--- config.mk ---
export PLATFORM = sky130hd
export DESIGN_NAME = timer_counter_core
export DESIGN_NICKNAME = d
export VERILOG_FILES = /design/src/rtl/timer_counter_core_pkg.sv /design/src/rtl/timer_prescaler.sv /design/src/rtl/timer_counter_core.sv
export SDC_FILE = /design/constraint.sdc
export NUM_CORES = 1
export LEC_CHECK = 0
export CORE_MARGIN = 4
export CORE_UTILIZATION = 49
export CTS_CLUSTER_SIZE = 40
export DETAILED_ROUTE_END_ITERATION = 8
export PLACE_DENSITY_LB_ADDON = 0.1
export SLEW_MARGIN = 20
export SYNTH_ARGS = -nofsm -noshare
export SYNTH_HDL_FRONTEND = slang
export SYNTH_SLANG_ARGS = --single-unit
--- constraint.sdc ---
create_clock -name PCLK -period 1.94 [get_ports PCLK]
set_input_delay 0.194 -clock PCLK [delete_from_list [all_inputs] [get_ports PCLK]]
set_output_delay 0.194 -clock PCLK [all_outputs]
set_load 0.01 [all_outputs]
--- src/rtl/timer_counter_core_pkg.sv ---
// -----------------------------------------------------------------------------
// timer_counter_core_pkg
//
// Purpose:
//   Shared definitions for the 8-bit timer counting engine.
//   - Clock-select codes carried on the Cks field.
//   - Prescaler counter width.
//   - Default TCNT width and its all-ones value.
//   - Helper that turns a clock-select code into the prescaler compare mask.
//
// Ports: none (package).
// -----------------------------------------------------------------------------
package timer_counter_core_pkg;

  // Clock-select encodings: the tick rate is PCLK divided by 2^(Cks+1).
  typedef enum logic [1:0] {
    CKS_DIV2  = 2'b00,
    CKS_DIV4  = 2'b01,
    CKS_DIV8  = 2'b10,
    CKS_DIV16 = 2'b11
  } cks_e;

  // The prescaler must reach 15 for the slowest (PCLK/16) setting.
  localparam int DIV_CNT_W = 4;

  // Default counter width and its all-ones value.
  localparam int                  DATA_WIDTH_DEF = 8;
  localparam logic [DATA_WIDTH_DEF-1:0] TCNT_MAX = '1;

  // Compare mask for the prescaler: 2^(Cks+1)-1. A tick is issued whenever
  // every bit under the mask is set, which happens once every 2^(Cks+1)
  // increments of the free-running prescaler counter.
  function automatic logic [DIV_CNT_W-1:0] cks_mask(input cks_e cks);
    logic [DIV_CNT_W-1:0] m;
    m = 4'b0001;
    unique case (cks)
      CKS_DIV2:  m = 4'b0001;
      CKS_DIV4:  m = 4'b0011;
      CKS_DIV8:  m = 4'b0111;
      CKS_DIV16: m = 4'b1111;
      default:   m = 4'b0001;
    endcase
    return m;
  endfunction

endpackage

--- src/rtl/timer_prescaler.sv ---
// -----------------------------------------------------------------------------
// timer_prescaler
//
// Purpose:
//   PCLK prescaler of the timer. Owns the 4-bit div_cnt and produces the
//   combinational tick_int strobe that advances TCNT in the counter core.
//
//   div_cnt increments every PCLK while counting is enabled and no load is in
//   progress; it is cleared whenever counting is disabled or a load occurs,
//   so the first tick after enable/load arrives on the N-th enabled cycle
//   with N = 2^(Cks+1). A Cks change mid-count does not clear div_cnt; the
//   new mask simply applies from the next cycle.
//
// Ports:
//   PCLK          in   system clock
//   PRESET_n      in   asynchronous active-low reset
//   Cks[1:0]      in   clock select (00=/2, 01=/4, 10=/8, 11=/16)
//   count_enable  in   1 = counting active
//   Load_Tdr      in   one-cycle load strobe (restarts the prescaler)
//   tick_int      out  one-PCLK count strobe (combinational)
// -----------------------------------------------------------------------------
module timer_prescaler
  import timer_counter_core_pkg::*;
(
  input  logic       PCLK,
  input  logic       PRESET_n,
  input  logic [1:0] Cks,
  input  logic       count_enable,
  input  logic       Load_Tdr,
  output logic       tick_int
);

  logic [DIV_CNT_W-1:0] div_cnt;
  logic [DIV_CNT_W-1:0] mask;

  assign mask = cks_mask(cks_e'(Cks));

  always_ff @(posedge PCLK or negedge PRESET_n) begin
    if (!PRESET_n) begin
      div_cnt <= '0;
    end else if (!count_enable || Load_Tdr) begin
      div_cnt <= '0;
    end else begin
      // Wraps naturally at 16; every mask width divides 16 evenly, so the
      // tick period stays exact across the wrap.
      div_cnt <= div_cnt + 1'b1;
    end
  end

  assign tick_int = count_enable && ((div_cnt & mask) == mask);

endmodule

--- src/rtl/timer_counter_core.sv ---
// -----------------------------------------------------------------------------
// timer_counter_core
//
// Purpose:
//   Counting engine of the 8-bit timer. Consumes the control signals driven by
//   the TCR/TDR logic, runs the PCLK prescaler, maintains TCNT and returns
//   one-cycle overflow/underflow pulses to the status-register (TSR) logic.
//
//   Update priority on each PCLK edge:
//     1. Load_Tdr         : TCNT <= count_start_value, no pulses
//                           (beats a coincident tick, enabled or not)
//     2. tick, counting up: all-ones wraps with ovf_pulse, else +1
//     3. tick, counting dn: zero wraps with udf_pulse, else -1
//     4. otherwise        : hold
//   ovf_pulse/udf_pulse are registered and coincide with the cycle TCNT first
//   shows the wrapped value; they are mutually exclusive.
//
// Configuration macro:
//   TIMER_AUTO_RELOAD_EN  when defined, a wrap reloads count_start_value
//                         instead of 0 (up) / all-ones (down). The wrap
//                         condition and the pulses are unchanged. When
//                         undefined the counter wraps freely.
//
// Ports:
//   PCLK               in   system/APB clock, the only clock
//   PRESET_n           in   asynchronous active-low reset
//   Cks[1:0]           in   clock select (00=/2, 01=/4, 10=/8, 11=/16)
//   Load_Tdr           in   one-cycle load strobe
//   count_start_value  in   value loaded into TCNT (and reload value)
//   count_up_down      in   0 = count up, 1 = count down
//   count_enable       in   1 = counting active
//   TCNT               out  current counter value
//   cnt_tick           out  registered prescaler tick, one PCLK wide
//   ovf_pulse          out  one-cycle pulse on up-count wrap
//   udf_pulse          out  one-cycle pulse on down-count wrap
// -----------------------------------------------------------------------------
module timer_counter_core
  import timer_counter_core_pkg::*;
#(
  parameter int DATA_WIDTH = DATA_WIDTH_DEF
) (
  input  logic                  PCLK,
  input  logic                  PRESET_n,
  input  logic [1:0]            Cks,
  input  logic                  Load_Tdr,
  input  logic [DATA_WIDTH-1:0] count_start_value,
  input  logic                  count_up_down,
  input  logic                  count_enable,
  output logic [DATA_WIDTH-1:0] TCNT,
  output logic                  cnt_tick,
  output logic                  ovf_pulse,
  output logic                  udf_pulse
);

  localparam logic [DATA_WIDTH-1:0] CNT_ALL_ONES = '1;
  localparam logic [DATA_WIDTH-1:0] CNT_ZERO     = '0;

  logic                  tick_int;
  logic [DATA_WIDTH-1:0] wrap_up_val;
  logic [DATA_WIDTH-1:0] wrap_dn_val;
  logic [DATA_WIDTH+1:0] step_res;   // {ovf, udf, next count}

  // ---------------------------------------------------------------------------
  // Prescaler
  // ---------------------------------------------------------------------------
  timer_prescaler u_prescaler (
    .PCLK         (PCLK),
    .PRESET_n     (PRESET_n),
    .Cks          (Cks),
    .count_enable (count_enable),
    .Load_Tdr     (Load_Tdr),
    .tick_int     (tick_int)
  );

  // Value written into TCNT when the count wraps.
`ifdef TIMER_AUTO_RELOAD_EN
  assign wrap_up_val = count_start_value;
  assign wrap_dn_val = count_start_value;
`else
  assign wrap_up_val = CNT_ZERO;
  assign wrap_dn_val = CNT_ALL_ONES;
`endif

  // One modulo-2^DATA_WIDTH count step. Returns {ovf, udf, next}; the wrap is
  // detected on the current value so the reload choice never affects it.
  function automatic logic [DATA_WIDTH+1:0] step_count(
    input logic [DATA_WIDTH-1:0] cur,
    input logic                  down,
    input logic [DATA_WIDTH-1:0] up_wrap,
    input logic [DATA_WIDTH-1:0] dn_wrap
  );
    logic [DATA_WIDTH-1:0] nxt;
    logic                  ovf;
    logic                  udf;
    nxt = cur;
    ovf = 1'b0;
    udf = 1'b0;
    if (!down) begin
      if (cur == CNT_ALL_ONES) begin
        nxt = up_wrap;
        ovf = 1'b1;
      end else begin
        nxt = cur + 1'b1;
      end
    end else begin
      if (cur == CNT_ZERO) begin
        nxt = dn_wrap;
        udf = 1'b1;
      end else begin
        nxt = cur - 1'b1;
      end
    end
    return {ovf, udf, nxt};
  endfunction

  assign step_res = step_count(TCNT, count_up_down, wrap_up_val, wrap_dn_val);

  // ---------------------------------------------------------------------------
  // Counter and pulse registers
  // ---------------------------------------------------------------------------
  always_ff @(posedge PCLK or negedge PRESET_n) begin
    if (!PRESET_n) begin
      TCNT      <= '0;
      cnt_tick  <= 1'b0;
      ovf_pulse <= 1'b0;
      udf_pulse <= 1'b0;
    end else begin
      cnt_tick  <= tick_int;
      ovf_pulse <= 1'b0;
      udf_pulse <= 1'b0;
      if (Load_Tdr) begin
        TCNT <= count_start_value;
      end else if (tick_int) begin
        TCNT      <= step_res[DATA_WIDTH-1:0];
        udf_pulse <= step_res[DATA_WIDTH];
        ovf_pulse <= step_res[DATA_WIDTH+1];
      end
    end
  end

endmodule

==> summary.md, run 1 <==
| Metric | Value |
|---|---|
| Die Y | `55.5 µm` |
| Final WL | `2.94 mm` |
| Clock share of power | `0.228` |
| Layout cells sized above 1 | `0.188` |
| LEAKAGE | `0.636 nW` |
| Total global-route track usage | `0.199` |
| Total gr overflow | `0` |
| Syn Inst Count | `129` |
| Routability cong. | `about 0.9` |
| Synth warn | `0` |
| Worst Skew | `between 2 and 3 ps` |
| CP Max Fanout | `4` |
| Yosys top cell area share | `0.339` |
| Compound-Gate Fraction of Synth Area | `0.201` |
| Count leader, synth | `dfrtp_1` |
| Hold violation count in the final report | `0` |
| Syn_area_per_cell | `approximately 8.6 µm²` |
| Register area share after synthesis | `0.339` |
| Post-synth top cells | `dfrtp_1, nor2_1, nand2_1, a21oi_1` |
| Die Width | `between 50 and 60 µm` |
| Cell variety after synth | `between 40 and 50` |
| CTS tree | `built` |
| Flops & latches, synth | `15` |
| Cell area after layout | `roughly 1500 µm²` |
| IO Port Bufs | `25` |
| Peak VDD IR | `496 µV` |
| Seq pwr share | `0.432` |
| Max Cap Violations | `0` |
| Cell taking the most area after synthesis | `dfrtp_1` |
| Synthesized cell area | `around 1100 µm²` |
| Fin nets | `185` |
| Worst Setup SP | `TCNT[0]$_DFFE_PN0P_` |
| Final Cycle Share | `0.930` |
| Minimum clock period | `~1800 ps` |
| CP endpoint kind | `register` |
| Vias in the first global route | `roughly 1100` |
| Mux contribution to synthesized area | `0.00904` |
| Pwr Density | `around 550 nW/µm²` |
| Simple-gate share of the synthesized area | `0.282` |
| Switching share of power | `0.335` |
| Ys async rst share | `1.00` |
| Syn Nets | `148` |
| Post-synth top flop | `dfrtp_1` |
| CTS root buf | `clkbuf_4` |
| CTS clk-pin slew, worst paths | `100 ps` |
| Worst hold path type | `in -> async` |
| Drt drc | `0` |
| Max clock buf depth | `2` |
| Clock buffer count from CTS | `3` |
| Die area | `about 3100 µm²` |
| FILL cells | `~180` |
| Largest family of logic cells by synthesized area | `simple AND/OR/NAND/NOR gates` |
| Core Rows | `16` |
| N_diodes | `0` |
| Wirelength per Cell | `approximately 15 µm` |
| DRT iter0 DRCs | `28` |
| Setup violations, final | `0` |
| Synth-to-Final Area Change | `36.3%` |
| Status | `completed` |
| Slew Limit Headroom | `0.530` |
| H-tree Lvls | `1` |
| Switching power | `between 200 and 300 µW` |
| Adder-cell share of the synthesized area | `0.0452` |
| Largest cells by area after synthesis | `dfrtp_1, ha_1, nor2_1` |
| Worst Path Arrival | `about 2000 ps` |
| Post-Route Hold Slack | `around 320 ps` |
| Vias | `roughly 1100` |
| Clk sink count | `15` |
| DP Wirelength | `about 2.2 mm` |
| CORE AREA | `roughly 2100 µm²` |
| XOR/XNOR share of the synthesized area | `0.0554` |
| DR pass1 iterations | `4` |
| Placed Area | `between 1000 and 1500 µm²` |
| Internal | `551 µW` |
| Max Freq | `about 0.55 GHz` |
| Final ANT Viol Nets | `0` |
| Gate power share | `0.339` |
| Critical Path Start Type | `register` |
| Setup_tns | `0 ps` |
| Global-route wire length before repair | `a little under 5 mm` |
| Design Power | `approximately 830 µW` |
| CP required | `roughly 2100 ps` |
| Initial Util | `0.537` |
| Largest net degree at the start of global routing | `17` |
| EDFF count, synth | `0` |
| Initial antenna violation count | `0` |
| WS Path Type | `reg -> reg` |
| Vias per cell | `5.79` |
| Insertion delay to the later sink of the worst-skew pair | `roughly 290 ps` |
| I/O pin count | `26` |
| Worst-Margin Slew | `~700 ps` |
| Crit Reg-Reg Startpoint | `TCNT[0]$_DFFE_PN0P_` |
| Fin. max-slew vios | `0` |
-- cells in the final DEF (no fill, tap or decap), drive strengths merged, types with 2 or more instances in the layout --
cell and count:
buf 15, o21ai 8, nand4 3, xor2 3, a21oi 6, nor2 13, o31ai 4, clkbuf 3
a31oi 4, clkdlybuf4s50 25, nor2b 3, ha 4, nor4 2, inv 7, nand2 10, xnor2 4
nor3 7, nand2b 5, nand3 6, dfrtp 15
-- routing by layer --
metal  GRT usage  share of wire  up-vias
li1            -              -      530
met1       0.259           0.44      528
met2       0.319           0.46       47
met3      0.0420          0.077        7
met4      0.0764          0.017        0
met5           0              0        -
-- logic make-up after synthesis --
family | Yosys count
compound gates | 32
xor+xnor | 7
fa+ha+maj | 4
buf+inv | 15
flops | 15
mux | 1
simple gates | 55
-- power groups by stage --
stage          sequential (mW)  clock, mW  combinational [mW]
3_5_place_dp             0.361          0               0.272
3_3_place_gp             0.361          0               0.266
2_1_floorplan            0.365          0               0.141
4_1_cts                  0.355      0.194               0.274
6_report                 0.358      0.189               0.281
5_1_grt                  0.362      0.209               0.305
-- state kept, by name, indices dropped and copies added (netlist names) --
name                 count
u_prescaler.div_cnt      4
ovf_pulse                1
TCNT                     8
cnt_tick                 1
udf_pulse                1
-- through the flow --
step | util | instances | worst slack (ps)
after CTS | 0.720 | 192 | 111
after global placement | 0.707 | 188 | -12.7
after detailed placement | 0.707 | 188 | 4.81
final | 0.732 | 192 | 136
after global routing | 0.732 | 192 | -1.79
after floorplan | - | 129 | 178
-- critical path: stages, from the launching register on --
cell,delay (ps)
dfrtp_1,360
inv_1,90
ha_1,250
nor2b_1,170
a2111oi_2,380
buf_4,170
nor4_2,30
a21oi_1,140
o21ai_1,80
-- area by class of cell --
| class | instances | area, µm² | area share |
|---|---|---|---|
| clock buffer | 3 | 22.5 | 0.0149 |
| clock inverter | 1 | 5.00 | 0.00332 |
| inverter | 7 | 28.8 | 0.0191 |
| multi-input combinational | 99 | 681 | 0.451 |
| sequential | 15 | 375 | 0.249 |
| tap | 27 | 33.8 | 0.0224 |
| timing repair buffer | 40 | 363 | 0.240 |
-- path summary, 6_finish.rpt --
path / to / cells past startpoint / slack, ps
max: TCNT[4]$_DFFE_PN0P_ / 8 / 140
min: ovf_pulse$_DFF_PN0_ / 1 / 320
max reg2reg: TCNT[4]$_DFFE_PN0P_ / 8 / 140
min reg2reg: u_prescaler.div_cnt[0]$_DFF_PN0_ / 1 / 520
max in group asynchronous: TCNT[4]$_DFFE_PN0P_ / 1 / 1180
min in group PCLK: TCNT[0]$_DFFE_PN0P_ / 3 / 450
-- timing repair --
action / CTS / global route
endpoints found under the setup margin: 0 / 2
buffers inserted: 0 / 0
hold buffers: 0 / 0
gates resized for setup: 0 / 5
(Power assumes the default switching activity.)
==> run 2, diff against run 1 <==
- CAP_MARGIN: not set -> 30
==> results of run 2 <==
Same layout as run 1: the final DEF is identical, and so are final timing and power.
